--- src/rtl/axi_s2mm_io.sv ---
`default_nettype none
// ============================================================================
// Module      : axi_s2mm_io
// Description : Stream-to-memory writer. On a trigger, drains whole stream
//               beats from S_AXIS and writes them through M_AXI AW/W/B to
//               [start_addr, start_addr+bytes_to_write]. Partial edge beats
//               are masked with wstrb. Bursts split at C_AXI_MAX_BURST and
//               at 4 KiB boundaries.
// Revision    : 1.0 - initial release
// ============================================================================
module axi_s2mm_io #(
    parameter int C_AXI_WIDTH      = 128,
    parameter int C_AXI_ADDR_WIDTH = 64,
    parameter int C_AXI_MAX_BURST  = 255
) (
    input  logic                          clk,
    input  logic                          rst_n,
    output logic                          busy,
    output logic [1:0]                    response,
    output logic                          length_error,
    input  logic                          trigger,
    input  logic [C_AXI_ADDR_WIDTH-1:0]   start_addr,
    input  logic [15:0]                   bytes_to_write,
    output logic [C_AXI_ADDR_WIDTH-1:0]   m_axi_awaddr,
    output logic [7:0]                    m_axi_awlen,
    output logic [2:0]                    m_axi_awsize,
    output logic                          m_axi_awvalid,
    input  logic                          m_axi_awready,
    output logic [C_AXI_WIDTH-1:0]        m_axi_wdata,
    output logic [C_AXI_WIDTH/8-1:0]      m_axi_wstrb,
    output logic                          m_axi_wlast,
    output logic                          m_axi_wvalid,
    input  logic                          m_axi_wready,
    input  logic [1:0]                    m_axi_bresp,
    input  logic                          m_axi_bvalid,
    output logic                          m_axi_bready,
    input  logic [C_AXI_WIDTH-1:0]        s_axis_tdata,
    input  logic                          s_axis_tlast,
    input  logic                          s_axis_tvalid,
    output logic                          s_axis_tready
);

    localparam int c_bytes = C_AXI_WIDTH / 8;
    localparam int c_lsb   = $clog2(c_bytes);
    localparam int AW      = C_AXI_ADDR_WIDTH;

    typedef enum logic [2:0] {
        S_IDLE = 3'd0,
        S_CALC = 3'd1,
        S_ADDR = 3'd2,
        S_DATA = 3'd3,
        S_RESP = 3'd4
    } state_t;

    state_t                 r_state;
    logic                   r_busy;
    logic [1:0]             r_response;
    logic                   r_length_error;
    logic [AW-1:0]          r_addr;
    logic [c_lsb-1:0]       r_start_lane;
    logic [c_lsb-1:0]       r_end_lane;
    logic [16:0]            r_beats_left;
    logic                   r_first_burst;
    logic                   r_early;
    logic [8:0]             r_beat_cnt;
    logic [AW-1:0]          r_awaddr;
    logic [7:0]             r_awlen;
    logic [2:0]             r_awsize;
    logic                   r_awvalid;
    logic [C_AXI_WIDTH-1:0] r_wdata;
    logic [c_bytes-1:0]     r_wstrb;
    logic                   r_wlast;
    logic                   r_wvalid;
    logic                   r_bready;

    logic [16:0]            w_trig_sum;
    logic [AW-1:0]          w_aligned;
    logic [12:0]            w_4k_beats;
    logic [12:0]            w_4k_m1;
    logic [16:0]            w_bl_m1;
    logic [7:0]             w_len;
    logic [16:0]            w_burst_beats;
    logic [c_bytes-1:0]     w_first_mask;
    logic [c_bytes-1:0]     w_last_mask;
    logic [c_bytes-1:0]     w_strb_new;
    logic                   w_is_first;
    logic                   w_is_final;
    logic                   w_more;
    logic                   w_slot_free;
    logic                   w_load;
    logic [1:0]             w_bresp_code;

    assign w_trig_sum    = 17'(start_addr[c_lsb-1:0]) + 17'(bytes_to_write);
    assign w_aligned     = {r_addr[AW-1:c_lsb], {c_lsb{1'b0}}};
    assign w_4k_beats    = (13'h1000 - {1'b0, w_aligned[11:0]}) >> c_lsb;
    assign w_4k_m1       = w_4k_beats - 13'd1;
    assign w_bl_m1       = r_beats_left - 17'd1;
    assign w_burst_beats = 17'(r_awlen) + 17'd1;

    // Burst length: smallest of the configured cap, the remaining beats and the room left before the 4 KiB page ends
    always_comb begin
        w_len = 8'(C_AXI_MAX_BURST);
        if (w_bl_m1 < 17'(w_len))
            w_len = w_bl_m1[7:0];
        if (w_4k_m1 < 13'(w_len))
            w_len = w_4k_m1[7:0];
    end

    // Lane masks for the partial first and final beats
    always_comb begin
        w_first_mask = '0;
        w_last_mask  = '0;
        for (int i = 0; i < c_bytes; i++) begin
            w_first_mask[i] = (c_lsb'(i) >= r_start_lane);
            w_last_mask[i]  = (c_lsb'(i) <= r_end_lane);
        end
    end

    assign w_is_first   = r_first_burst && (r_beat_cnt == 9'd0);
    assign w_is_final   = (r_beats_left == w_burst_beats) && (r_beat_cnt == {1'b0, r_awlen});
    assign w_more       = (r_beat_cnt <= {1'b0, r_awlen});
    assign w_slot_free  = !r_wvalid || m_axi_wready;
    // After an early tlast the rest of the transfer is filled locally without touching the stream
    assign w_load       = (r_state == S_DATA) && w_more && w_slot_free && (r_early || s_axis_tvalid);
    assign w_bresp_code = m_axi_bresp[1] ? m_axi_bresp : 2'b01;

    // Strobe for the beat being loaded: all lanes, trimmed at the transfer edges, empty once the stream ended early
    always_comb begin
        w_strb_new = '1;
        if (w_is_first)
            w_strb_new = w_strb_new & w_first_mask;
        if (w_is_final)
            w_strb_new = w_strb_new & w_last_mask;
        if (r_early)
            w_strb_new = '0;
    end

    // Transfer sequencer: burst planning, AW issue, registered W stage and B collection
    always_ff @(posedge clk or negedge rst_n) begin
        if (!rst_n) begin
            r_state        <= S_IDLE;
            r_busy         <= 1'b0;
            r_response     <= 2'd0;
            r_length_error <= 1'b0;
            r_addr         <= '0;
            r_start_lane   <= '0;
            r_end_lane     <= '0;
            r_beats_left   <= '0;
            r_first_burst  <= 1'b0;
            r_early        <= 1'b0;
            r_beat_cnt     <= '0;
            r_awaddr       <= '0;
            r_awlen        <= '0;
            r_awsize       <= '0;
            r_awvalid      <= 1'b0;
            r_wdata        <= '0;
            r_wstrb        <= '0;
            r_wlast        <= 1'b0;
            r_wvalid       <= 1'b0;
            r_bready       <= 1'b0;
        end else begin
            case (r_state)
                S_IDLE: begin
                    if (trigger) begin
                        r_busy         <= 1'b1;
                        r_response     <= 2'd0;
                        r_length_error <= 1'b0;
                        r_early        <= 1'b0;
                        r_first_burst  <= 1'b1;
                        r_addr         <= start_addr;
                        r_start_lane   <= start_addr[c_lsb-1:0];
                        r_end_lane     <= w_trig_sum[c_lsb-1:0];
                        r_beats_left   <= (w_trig_sum >> c_lsb) + 17'd1;
                        r_state        <= S_CALC;
                    end
                end
                S_CALC: begin
                    // r_addr keeps the caller's byte offset only before the first burst
                    r_awaddr   <= r_addr;
                    r_awlen    <= w_len;
                    r_awsize   <= 3'(c_lsb);
                    r_awvalid  <= 1'b1;
                    r_beat_cnt <= '0;
                    r_state    <= S_ADDR;
                end
                S_ADDR: begin
                    if (m_axi_awready) begin
                        r_awvalid <= 1'b0;
                        r_state   <= S_DATA;
                    end
                end
                S_DATA: begin
                    if (w_load) begin
                        r_wvalid   <= 1'b1;
                        r_wdata    <= r_early ? '0 : s_axis_tdata;
                        r_wstrb    <= w_strb_new;
                        r_wlast    <= (r_beat_cnt == {1'b0, r_awlen});
                        r_beat_cnt <= r_beat_cnt + 9'd1;
                        if (!r_early && s_axis_tlast && !w_is_final) begin
                            r_early        <= 1'b1;
                            r_length_error <= 1'b1;
                        end
                    end else if (r_wvalid && m_axi_wready) begin
                        r_wvalid <= 1'b0;
                    end
                    if (r_wvalid && m_axi_wready && r_wlast) begin
                        r_bready <= 1'b1;
                        r_state  <= S_RESP;
                    end
                end
                S_RESP: begin
                    if (m_axi_bvalid) begin
                        r_bready      <= 1'b0;
                        r_first_burst <= 1'b0;
                        if (!r_response[1])
                            r_response <= w_bresp_code;
                        r_addr       <= w_aligned + (AW'(w_burst_beats) << c_lsb);
                        r_beats_left <= r_beats_left - w_burst_beats;
                        if (r_beats_left == w_burst_beats) begin
                            r_busy  <= 1'b0;
                            r_state <= S_IDLE;
                        end else begin
                            r_state <= S_CALC;
                        end
                    end
                end
                default: r_state <= S_IDLE;
            endcase
        end
    end

    assign busy          = r_busy;
    assign response      = r_response;
    assign length_error  = r_length_error;
    assign m_axi_awaddr  = r_awaddr;
    assign m_axi_awlen   = r_awlen;
    assign m_axi_awsize  = r_awsize;
    assign m_axi_awvalid = r_awvalid;
    assign m_axi_wdata   = r_wdata;
    assign m_axi_wstrb   = r_wstrb;
    assign m_axi_wlast   = r_wlast;
    assign m_axi_wvalid  = r_wvalid;
    assign m_axi_bready  = r_bready;
    assign s_axis_tready = (r_state == S_DATA) && w_more && !r_early && w_slot_free;

endmodule
`default_nettype wire

--- config.mk ---
export PLATFORM = sky130hd
export DESIGN_NAME = axi_s2mm_io
export DESIGN_NICKNAME = d
export VERILOG_FILES = /design/src/rtl/axi_s2mm_io.sv
export SDC_FILE = /design/constraint.sdc
export NUM_CORES = 1
export LEC_CHECK = 0
export CAP_MARGIN = 30
export CORE_UTILIZATION = 53
export DETAILED_ROUTE_END_ITERATION = 8
export PLACE_DENSITY = 0.84
export SKIP_LAST_GASP = 1
export SLEW_MARGIN = 15
export SYNTH_ARGS = -nofsm -noshare
export SYNTH_HDL_FRONTEND = slang
export SYNTH_SLANG_ARGS = --single-unit
--- constraint.sdc ---
create_clock -name clk -period 6.9 [get_ports clk]
set_input_delay 1.38 -clock clk [delete_from_list [all_inputs] [get_ports clk]]
set_output_delay 1.38 -clock clk [all_outputs]
set_load 0.02 [all_outputs]
## Yosys cells after proc, flatten, opt, wreduce, memory -nomap -nowiden

Cells that the tools add are included.

| cells by class | value |
|---|---|
| add/subtract/negate cells | 9 |
| $mul | 0 |
| divide/modulo/power cells | 0 |
| order comparisons | 35 |
| eq/ne operators | 14 |
| shift operators | 0 |
| mux-type cells | 41 |
| bitwise gates (word level) | 1 |
| reductions and logical operators | 35 |

Operators by type and width:

| operator | count |
|---|---|
| $mux W128 | 1 |
| $mux W64 | 2 |
| $pmux W64 S2 | 1 |
| $add A64 B13 Y64 | 1 |
| $mux W16 | 3 |
| $mux W17 | 2 |
| $pmux W17 S2 | 1 |
| $ge A4 B4 Y1 const A | 8 |
| $le A4 B4 Y1 const A | 8 |
| $pmux W9 S2 | 1 |
| $add A4 B16 Y17 | 1 |
| $eq A17 B9 Y1 | 1 |
| $lt A17 B8 Y1 const B | 1 |
| $sub A17 B1 Y17 const B | 1 |
| $sub A17 B9 Y17 | 1 |
| $and A16 B16 Y16 | 1 |
| $ge A3 B4 Y1 const A | 4 |
| $le A3 B4 Y1 const A | 4 |
| $mux W8 | 2 |
| $ne A2 B2 Y1 const B | 8 |
| $reduce_and A4 Y1 | 4 |
| $pmux W3 S5 | 1 |
| $add A13 B1 Y14 const B | 1 |
| $lt A13 B8 Y1 | 1 |
| other kinds (27) | 76 |

| storage, ports and cells | value |
|---|---|
| register bits after elaboration | 327 |
| bits in latches | 0 |
| memory bits (writable) | 0 |
| ROM bits | 0 |
| input port bits | 218 |
| memories | 0 |

## Longest topological paths before layout

Gate-level depths: netlist of run 1.

| depth | value |
|---|---|
| depth in word-level cells | 8 |
| depth in mapped cells | 17 |
| mapped depth without buffers | 16 |

## Worst setup path before layout of run 1

OpenSTA, ideal clock, no wires.

| path | value |
|---|---|
| path type | input to register |
| start | input port start_addr[0] |
| end | register r_beats_left[9] |
| library setup time | 126 ps |
| arrival | 3711 ps |
| required time | 6774 ps |
| setup slack | 3063 ps |
| stages | 10 |
| buffers on the path | 0 |
| cell sequence | ha_1 inv_1 fa_1 nand2b_1 a21oi_1 nor3_1 o41ai_2 nor3_1 xnor2_1 a221o_1 |

| between the ends | value |
|---|---|
| word-level cells in the longest chain between the ends | 4 |

RTL lines:

| element | line | text |
|---|---|---|
| start, declared | 22 | `input logic [C_AXI_ADDR_WIDTH-1:0] start_addr,` |
| $add A4 B16 Y17 | 93 | `assign w_trig_sum = 17'(start_addr[c_lsb-1:0]) + 17'(bytes_to_write);` |
| $add A13 B1 Y14 | 173 | `r_beats_left <= (w_trig_sum >> c_lsb) + 17'd1;` |
| $mux W17 | 164 | `if (trigger) begin` |
| $pmux W17 S2 | 162 | `case (r_state)` |
| end signal, assigned | 173 |  |
| end signal, assigned | 218 | `r_beats_left <= r_beats_left - w_burst_beats;` |
| end, declared | 62 | `logic [16:0] r_beats_left;` |

No other way between the ends. The select of a mux whose other input is x is not followed.
A chain may end at the register's enable or synchronous reset.

## Worst setup path after layout of run 1

| path | value |
|---|---|
| start | register r_awlen[1] (netlist: m_axi_awlen[1]) |
| end | output port s_axis_tready |

| between the ends | value |
|---|---|
| word-level cells in the longest chain between the ends | 4 |

RTL lines:

| element | line | text |
|---|---|---|
| start, declared | 67 | `logic [7:0] r_awlen;` |
| start signal, assigned | 180 | `r_awlen <= w_len;` |
| $le A9 B8 Y1 | 121 | `assign w_more = (r_beat_cnt <= {1'b0, r_awlen});` |
| $logic_and A1 B1 Y1 (3 in series) | 244 | `assign s_axis_tready = (r_state == S_DATA) && w_more && !r_early && w_slot_free;` |
| end, declared | 40 | `output logic s_axis_tready` |

No other way between the ends.

==> flow_summary.json, run 1 <==
{
  "drive_gt1_share_pct": 4.73,
  "cts_inserted_buffers": 37,
  "area_growth_pct": 35.1,
  "coreArea_um2": 30900,
  "power_switching_share_pct": 42.3,
  "grt_max_degree": 162,
  "nFillCells": 2240,
  "synth_top_area_cell": "dfrtp_1",
  "cap_violations": 0,
  "synth_top_cell_area_share_pct": 48.6,
  "power_frac_comb_pct": 49.3,
  "final_cell_area_um2": 22700,
  "via_per_inst": 6.26,
  "whs_path_depth": 1,
  "syn-cell-area_um2": 16800,
  "synth_ff_type": "dfrtp_1",
  "rr_worst_depth": 14,
  "finalClockSkew_ps": 21.7,
  "drt_pre_antenna_iters": 5,
  "cp_max_fo": 4,
  "cts.sinks": 327,
  "finalWeightedCongestion": 0.939,
  "reg2reg_slack_ps": 2520,
  "maxSlewViolCount": 0,
  "post-route-drc-count": 0,
  "power.switching_mw": 4.71,
  "clkPwrFrac_pct": 17.9,
  "ys_top_cells_by_area": "dfrtp_1 (49%), nand2_1 (7.2%), a22o_1 (6.7%), ha_1 (3.2%), a21oi_1 (2.3%)",
  "worstHoldEndpoint": "m_axi_awsize[2]$_DFFE_PN0P_",
  "setup_violations": 0,
  "finalCritPeriodShare_pct": 64.8,
  "cts_tree": "built",
  "grt_pass1_vias": 15974,
  "max_freq_mhz": 224,
  "crit_type": "reg2out",
  "yosysSeqAreaShare_pct": 48.6,
  "cts_root_buf": "clkbuf_16",
  "grtUsageTotal_pct": 35.0,
  "clk_latency_ps": 530,
  "hold_class": "reg2reg",
  "hpwlAfterDp_mm": 40.2,
  "outcome": "completed",
  "grt_pass1_wl_mm": 90.4,
  "synth_edf_count": 0,
  "avgRoutedWirePerCell_um": 22.0,
  "ctsResizeCount": 0,
  "p_int_mw": 6.42,
  "avgSynthCellArea_um2": 9.41,
  "ys_warn_count": 0,
  "ir_drop_v": 0.000267,
  "num-nets-final": 2440,
  "rsz0062_at_grt": "false",
  "crit_path_end_kind": "primary output",
  "io_buffers": 443,
  "power_frac_seq_pct": 32.7,
  "ant_nets": 0,
  "syn-instance-count": 1788,
  "slew_headroom_pct": 38.4,
  "fin_crit_ps": 4470,
  "r2r_end": "m_axi_awlen[4]$_DFFE_PN0P_",
  "fin_cells": 2598,
  "crit_required_ps": 5520,
  "dieHeight_um": 180,
  "arrival_ps": 3090,
  "place_area_um2": 21500,
  "cts_buffer_depth": 3,
  "place_inst": 2530,
  "hold_viol": 0,
  "worst_pin_slew_ps": 924,
  "synth_seq_cells": 327,
  "min-delay-start": "m_axi_awsize[2]$_DFFE_PN0P_",
  "layout_commonest_cell": "clkdlybuf4s50_1",
  "cts_hold_buf": 0,
  "die_w_um": 180,
  "p_leak_nw": 9.93,
  "fp-row-count": 64,
  "ys_types": 81,
  "initial_core_util_pct": 54.4,
  "die_area_um2": 32500,
  "startpoint": "m_axi_awlen[1]$_DFFE_PN0P_",
  "clkTransAtPathRegs_ps": 50,
  "synthArstFlopShare_pct": 100,
  "layout_common_cells": "clkdlybuf4s50_1 (442), dfrtp_1 (327), nand2_1 (319), a22o_1 (129), nor2_1 (94)",
  "critPathLaunchType": "register",
  "io_pins": 446,
  "wirelength_mm": 57.1,
  "drt_iter0_drc": 1910,
  "globalRoute.totalOverflow": 0,
  "setup_tns_ps": 0,
  "antenna_found_initial": 7,
  "reg2reg_from": "r_beats_left[1]$_DFFE_PN0P_",
  "cts.htree.levels": 2,
  "cts_setup_buffers": 0,
  "vias": 16270,
  "p_per_area_nw_per_um2": 490
}
==> Yosys cell counts, types with 28 or more instances <==
master    count
xnor2_1      41
nand4_1      28
ha_1         43
a22o_1      129
nor2_1       94
clkbuf_1    100
nand3_1      59
dfrtp_1     327
a21oi_1      77
nand2_1     321
nor3_1       58
inv_1        47
o21ai_0      70
==> flip-flops by register name (all words and copies together), names as in the netlist, 3 cells and up <==
name	cells
r_state	3
r_beats_left	17
m_axi_wdata	128
m_axi_awaddr	64
m_axi_awlen	8
r_beat_cnt	9
r_addr	64
r_end_lane	4
m_axi_wstrb	16
r_start_lane	4
==> how the worst max path moves through the flow <==
| stage | endpoint | slack [ps] | depth (start not counted) |
|---|---|---|---|
| after floorplan | r_beats_left[9]$_DFFE_PN0P_ | 3060 | 10 |
| after global placement | r_beats_left[7]$_DFFE_PN0P_ | 2200 | 11 |
| after detailed placement | r_beats_left[7]$_DFFE_PN0P_ | 2110 | 11 |
| after CTS | s_axis_tready | 2450 | 9 |
| after global routing | m_axi_awlen[4]$_DFFE_PN0P_ | 2310 | 12 |
| final | s_axis_tready | 2430 | 9 |
==> worst max-delay path, cell delays in order (launching register included) <==
cell	delay, ps
dfrtp_1	420
inv_1	100
ha_1	310
nor2b_1	130
o21a_1	160
o21ai_0	210
a21oi_1	130
o21ba_2	250
nor3_1	220
clkdlybuf4s50_1	640
==> layout make-up <==
class,count,area [um^2],area share [%]
Sequential cell,327,8180,36.0
Timing Repair Buffer,462,4610,20.3
Clock buffer,50,1060,4.64
Inverter,47,176,0.776
Tap cell,396,495,2.18
Antenna cell,2,5.00,0.0220
Multi-Input combinational cell,1301,8050,35.4
Clock inverter,13,161,0.710
==> power by group through the flow <==
stage / combinational (mW) / sequential, mW / clock, mW
floorplan: 2.68 / 4.07 / 0
global placement: 5.28 / 3.58 / 0
global route: 5.94 / 3.76 / 2.08
detailed placement: 5.41 / 3.62 / 0
finish: 5.49 / 3.64 / 2.00
CTS: 5.47 / 3.61 / 2.01
==> per-stage QoR <==
stage / utilization, % / hold WS [ps] / setup slack, ps / power [mW]
2_1_floorplan: - / 439 / 3060 / 6.75
3_3_place_gp: 69.5 / 449 / 2200 / 8.86
4_1_cts: 73.4 / 471 / 2450 / 11.1
3_5_place_dp: 69.5 / 457 / 2110 / 9.03
5_1_grt: 73.5 / 490 / 2310 / 11.8
6_report: 73.6 / 466 / 2430 / 11.1
==> routing by layer <==
| layer | global-route usage, % | vias to the layer above | part of all wire [%] |
|---|---|---|---|
| met2 | 57.6 | 833 | 48 |
| met1 | 44.7 | 7973 | 39 |
| met4 | 10.9 | 10 | 3.5 |
| met3 | 9.82 | 155 | 9.8 |
| li1 | - | 7299 | - |
| met5 | 0 | - | 0.12 |
==> kinds of logic after synthesis <==
group	share of synthesized area [%]
other	0.0223
buffers and inverters	3.70
AOI/OAI and AO/OA	21.1
and+or+nand+nor	20.0
muxes	0.305
DFF	48.6
adders and majority gates	3.55
xor gates and xnor gates	2.71
(Power assumes the default switching activity.)
==> inputs of run 2 (changes only) <==
--- a/config.mk
+++ b/config.mk
@@ -6,9 +6,9 @@
 export NUM_CORES = 1
 export LEC_CHECK = 0
 export CAP_MARGIN = 30
-export CORE_UTILIZATION = 53
+export CORE_UTILIZATION = 49
 export DETAILED_ROUTE_END_ITERATION = 8
-export PLACE_DENSITY = 0.84
+export PLACE_DENSITY = 0.79
 export SKIP_LAST_GASP = 1
 export SLEW_MARGIN = 15
 export SYNTH_ARGS = -nofsm -noshare
==> constraint.sdc (replaced) <==
create_clock -name clk -period 4.47 [get_ports clk]
set_input_delay 0.894 -clock clk [delete_from_list [all_inputs] [get_ports clk]]
set_output_delay 0.894 -clock clk [all_outputs]
set_load 0.02 [all_outputs]
==> flow_summary.json, run 2 (synthesis gave the netlist of run 1 again) <==
{
  "hold_viol": 0,
  "setup_tns_ps": 0,
  "layout_common_cells": "clkdlybuf4s50_1 (442), dfrtp_1 (327), nand2_1 (319), a22o_1 (129), nor2_1 (94)",
  "cts.sinks": 327,
  "crit_required_ps": 4880,
  "max_freq_mhz": 244,
  "drive_gt1_share_pct": 5.43,
  "cts_root_buf": "clkbuf_16",
  "p_leak_nw": 10.0,
  "fp-row-count": 67,
  "area_growth_pct": 36.4,
  "finalCritPeriodShare_pct": 91.7,
  "grt_pass1_vias": 15626,
  "io_pins": 446,
  "cts_inserted_buffers": 37,
  "grt_max_degree": 150,
  "dr.max_layer_used": "met5",
  "post-route-drc-count": 0,
  "io_buffers": 443,
  "drt-met1-wl_mm": 23.2,
  "coreArea_um2": 33600,
  "cap_violations": 0,
  "dieHeight_um": 187,
  "maxSlewViolCount": 0,
  "critPathLaunchType": "register",
  "clkTransAtPathRegs_ps": 60,
  "via_per_inst": 6.04,
  "clk_latency_ps": 530,
  "grtUsageTotal_pct": 31.6,
  "crit_type": "reg2reg",
  "slew_headroom_pct": 35.7,
  "hold_class": "in2async",
  "cp_max_fo": 10,
  "layout_commonest_cell": "clkdlybuf4s50_1",
  "finalClockSkew_ps": 11.9,
  "cts_tree": "built",
  "fin_crit_ps": 4100,
  "crit_path_end_kind": "register",
  "ir_drop_v": 0.000639,
  "ant_nets": 0,
  "die_area_um2": 35100,
  "wirelength_mm": 56.1,
  "drt_iter0_drc": 1557,
  "holdWs_ps": 389,
  "avgRoutedWirePerCell_um": 21.1,
  "routed-wl-met2_mm": 26.6,
  "finalWeightedCongestion": 0.906,
  "globalRoute.totalOverflow": 0,
  "initial_core_util_pct": 50.0,
  "largest_reg_flops": 128,
  "drt_pre_antenna_iters": 6,
  "setup_violations": 0,
  "num-nets-final": 2447,
  "grt_pass1_wl_mm": 88.2,
  "worst_pin_slew_ps": 962,
  "hpwlAfterDp_mm": 39.9,
  "cts.htree.levels": 2,
  "cts_hold_buf": 0,
  "vias": 16078,
  "p_per_area_nw_per_um2": 750,
  "wl_met3_mm": 4.81,
  "die_w_um": 187,
  "cts_buffer_depth": 3,
  "rsz0062_at_grt": "false",
  "antenna_found_initial": 5,
  "arrival_ps": 4510,
  "outcome": "completed"
}
## run 2: cell types whose count changed in the layout (fill, tap and decap cells not counted), moves of 2 or more
cell,change
clkinv_2,+2
clkbuf_8,+4
buf_4,+5
bufinv_16,-2
clkbuf_1,-5
clkinvlp_4,+3
buf_12,+4
## run 2: timing repair
| item | CTS | global route |
|---|---|---|
| setup buffers | 0 | 0 |
| hold endpoints to repair | 0 | 0 |
| endpoints found under the setup margin | 0 | 5 |
| gates resized for setup | 0 | 1 |
## run 2: path summary, 6_finish.rpt
check                      cells after the start                         from                           end  slack (ps)
max                                           14  r_beats_left[1]$_DFFE_PN0P_    m_axi_awlen[4]$_DFFE_PN0P_         370
max reg2reg                                   14  r_beats_left[1]$_DFFE_PN0P_    m_axi_awlen[4]$_DFFE_PN0P_         370
min in group clk                               2        r_addr[2]$_DFFE_PN0P_   m_axi_awaddr[2]$_DFFE_PN0P_         460
min reg2reg                                    2        r_addr[2]$_DFFE_PN0P_   m_axi_awaddr[2]$_DFFE_PN0P_         460
max in group asynchronous                      2                        rst_n   m_axi_wdata[42]$_DFFE_PN0P_        3050
min                                            1                        rst_n  m_axi_wdata[104]$_DFFE_PN0P_         390
## run 2: cell type report
class | instances | area [um^2]
antenna | 3 | 7.51
clock buffer | 50 | 1120
clock inverter | 16 | 126
fill | 2577 | 10700
inverter | 47 | 176
multi-input combinational | 1301 | 8050
sequential | 327 | 8180
tap | 448 | 561
timing repair buffer | 469 | 4720
## run 2: critical path, stage by stage (launching register included)
cell and delay (ps):
dfrtp_1 480, or4_1 650, nor4b_1 310, o21ai_0 170
a21oi_2 340, nand2_1 120, nor3_1 180, ha_1 280
a21oi_1 130, o21a_1 160, o211a_1 140, o211ai_1 130
a311o_1 440, nor3b_1 200, a221o_1 250
## run 2: through the flow
| step | instances | worst slack (ps) | utilization [%] | total power, mW | area, um^2 |
|---|---|---|---|---|---|
| floorplan | 1789 | 837 | - | 10.4 | 16800 |
| global placement | 2590 | 466 | 64.4 | 13.8 | 21600 |
| detailed placement | 2590 | 312 | 64.4 | 14.0 | 21600 |
| CTS | 2656 | 329 | 68.1 | 17.1 | 22900 |
| global route | 2659 | 124 | 68.2 | 18.2 | 22900 |
| finish | 2661 | 372 | 68.2 | 17.2 | 22900 |
## run 2: routing by layer
| layer | track usage [%] | up-vias |
|---|---|---|
| li1 | - | 7303 |
| met1 | 42.7 | 7896 |
| met2 | 51.1 | 765 |
| met3 | 6.87 | 108 |
| met4 | 8.95 | 6 |
| met5 | 0 | - |
## run 2: power by group
group	internal, mW	switching, mW	leakage, nW
combinational	3.83	4.71	5.36
clock	1.82	1.27	0.612
sequential	4.29	1.28	4.02
==> inputs of run 3 (changes only) <==
==> constraint.sdc (replaced) <==
create_clock -name clk -period 4.47 [get_ports clk]
set_input_delay 0.894 -clock clk [delete_from_list [all_inputs] [get_ports clk]]
set_output_delay 0.894 -clock clk [all_outputs]
set_load 0.01 [all_outputs]
==> flow_summary.json, run 3 (synthesis gave the netlist of run 1 again) <==
{
  "outcome": "completed",
  "cap_violations": 0,
  "layout_common_cells": "clkdlybuf4s50_1 (442), dfrtp_1 (327), nand2_1 (319), a22o_1 (129), nor2_1 (94)",
  "num-nets-final": 2444,
  "p_int_mw": 9.96,
  "crit_path_end_kind": "register",
  "worst_pin_slew_ps": 978,
  "io_pins": 446,
  "wirelength_mm": 56.1,
  "crit_type": "reg2reg",
  "layout_commonest_cell": "clkdlybuf4s50_1",
  "place_inst": 2589,
  "arrival_ps": 4530,
  "io_buffers": 443,
  "max_freq_mhz": 241,
  "cts_root_buf": "clkbuf_16",
  "grt_pass1_vias": 15718,
  "drt_iter0_drc": 1574,
  "hold_viol": 0,
  "area_growth_pct": 36.0,
  "die_w_um": 187,
  "globalRoute.totalOverflow": 0,
  "setup_tns_ps": 0,
  "critPathLaunchType": "register",
  "cts_setup_buffers": 0,
  "power.switching_mw": 6.53,
  "grt_pass1_wl_mm": 88.2,
  "cts_tree": "built",
  "seq_area_um2": 8180,
  "fp-row-count": 67,
  "crit_required_ps": 4850,
  "p_per_area_nw_per_um2": 721,
  "power_switching_share_pct": 39.6,
  "hpwlAfterDp_mm": 40.0,
  "rsz0062_at_grt": "false",
  "cts.sinks": 327,
  "ir_drop_v": 0.000522,
  "nFillCells": 2566,
  "setup_violations": 0,
  "cts.htree.levels": 2,
  "via_per_inst": 6.06,
  "antenna_found_initial": 5,
  "post-route-drc-count": 0,
  "cts_buffer_depth": 3,
  "cts_inserted_buffers": 37,
  "clkTransAtPathRegs_ps": 60,
  "avgRoutedWirePerCell_um": 21.1,
  "p_leak_nw": 9.97,
  "coreArea_um2": 33600,
  "multi_input_area_um2": 8050,
  "clkPwrFrac_pct": 18.7,
  "cp_max_fo": 10,
  "drt_pre_antenna_iters": 6,
  "clk_latency_ps": 520,
  "fin_crit_ps": 4150,
  "grtUsageTotal_pct": 31.5,
  "dieHeight_um": 187,
  "drive_gt1_share_pct": 5.07,
  "vias": 16117,
  "largest_reg_flops": 128,
  "power_frac_seq_pct": 33.8,
  "ant_nets": 0,
  "slew_headroom_pct": 34.8,
  "grt_max_degree": 141,
  "initial_core_util_pct": 50.0,
  "die_area_um2": 35100,
  "finalWeightedCongestion": 0.916,
  "maxSlewViolCount": 0,
  "finalClockSkew_ps": 22.9,
  "power_frac_comb_pct": 47.5,
  "hold_class": "in2async",
  "fin_cells": 2659,
  "finalCritPeriodShare_pct": 92.8
}
run 3: cell count changes in the layout (fill, tap and decap cells not counted), moves of 2 or more:
cell,delta
clkinv_4,-2
clkinvlp_4,-2
bufinv_16,+2
clkbuf_1,+5
clkbuf_8,-3
run 3: final timing paths:
path                                              from                           to  slack (ps)  depth (start not counted)
setup / recovery           r_beats_left[1]$_DFFE_PN0P_   m_axi_awlen[6]$_DFFE_PN0P_         320                         12
hold / removal                                   rst_n  m_axi_wdata[70]$_DFFE_PN0P_         400                          1
setup reg to reg           r_beats_left[1]$_DFFE_PN0P_   m_axi_awlen[6]$_DFFE_PN0P_         320                         12
hold reg to reg                  r_addr[1]$_DFFE_PN0P_        r_addr[1]$_DFFE_PN0P_         470                          2
max in group asynchronous                        rst_n       r_addr[37]$_DFFE_PN0P_        3120                          2
min in group clk                 r_addr[1]$_DFFE_PN0P_        r_addr[1]$_DFFE_PN0P_         470                          2
run 3: per-layer routing:
layer / vias up / share of wire [%] / global-route usage (%)
met3: 133 / 9.0 / 7.73
met5: - / 0.10 / 0
met1: 7912 / 41 / 42.3
met4: 8 / 3.1 / 9.99
met2: 768 / 47 / 50.1
li1: 7296 / - / -
run 3: layout make-up:
| class | count | share of cell area [%] |
|---|---|---|
| antenna | 4 | 0.0437 |
| clock buffer | 51 | 4.68 |
| clock inverter | 15 | 0.727 |
| inverter | 47 | 0.771 |
| multi-input combinational | 1301 | 35.2 |
| sequential | 327 | 35.8 |
| tap | 448 | 2.45 |
| timing repair buffer | 466 | 20.4 |
run 3: critical path: stages (launching register included):
cell	delay [ps]
dfrtp_1	490
or4_1	650
nor4b_1	330
o21ai_0	150
a21oi_2	310
nor3b_1	410
ha_1	310
nand3_1	120
o211a_1	170
o211ai_1	120
a311o_1	430
nor3b_1	210
a221o_1	310
run 3: power by group through the flow:
stage                     Combinational [mW]  Sequential [mW]  Clock [mW]
after floorplan                         4.13             5.60           0
after global placement                  7.55             5.49           0
after detailed placement                7.74             5.54           0
after CTS                               7.81             5.53        3.13
after global routing                    8.47             5.75        3.24
final                                   7.83             5.58        3.09
run 3: what timing repair did:
item,CTS,global route
setup endpoints to repair,0,5
resized for setup,0,1
hold buffers,0,0
run 3: stage by stage:
stage | total power [mW] | hold slack [ps] | worst slack, ps | util [%] | instance area, um^2
finish | 16.5 | 404 | 321 | 68.1 | 22900
global route | 17.5 | 443 | 58.0 | 68.0 | 22900
CTS | 16.5 | 407 | 276 | 68.0 | 22900
detailed placement | 13.3 | 458 | 296 | 64.3 | 21600
global placement | 13.0 | 448 | 515 | 64.3 | 21600
floorplan | 9.73 | 439 | 837 | - | 16800
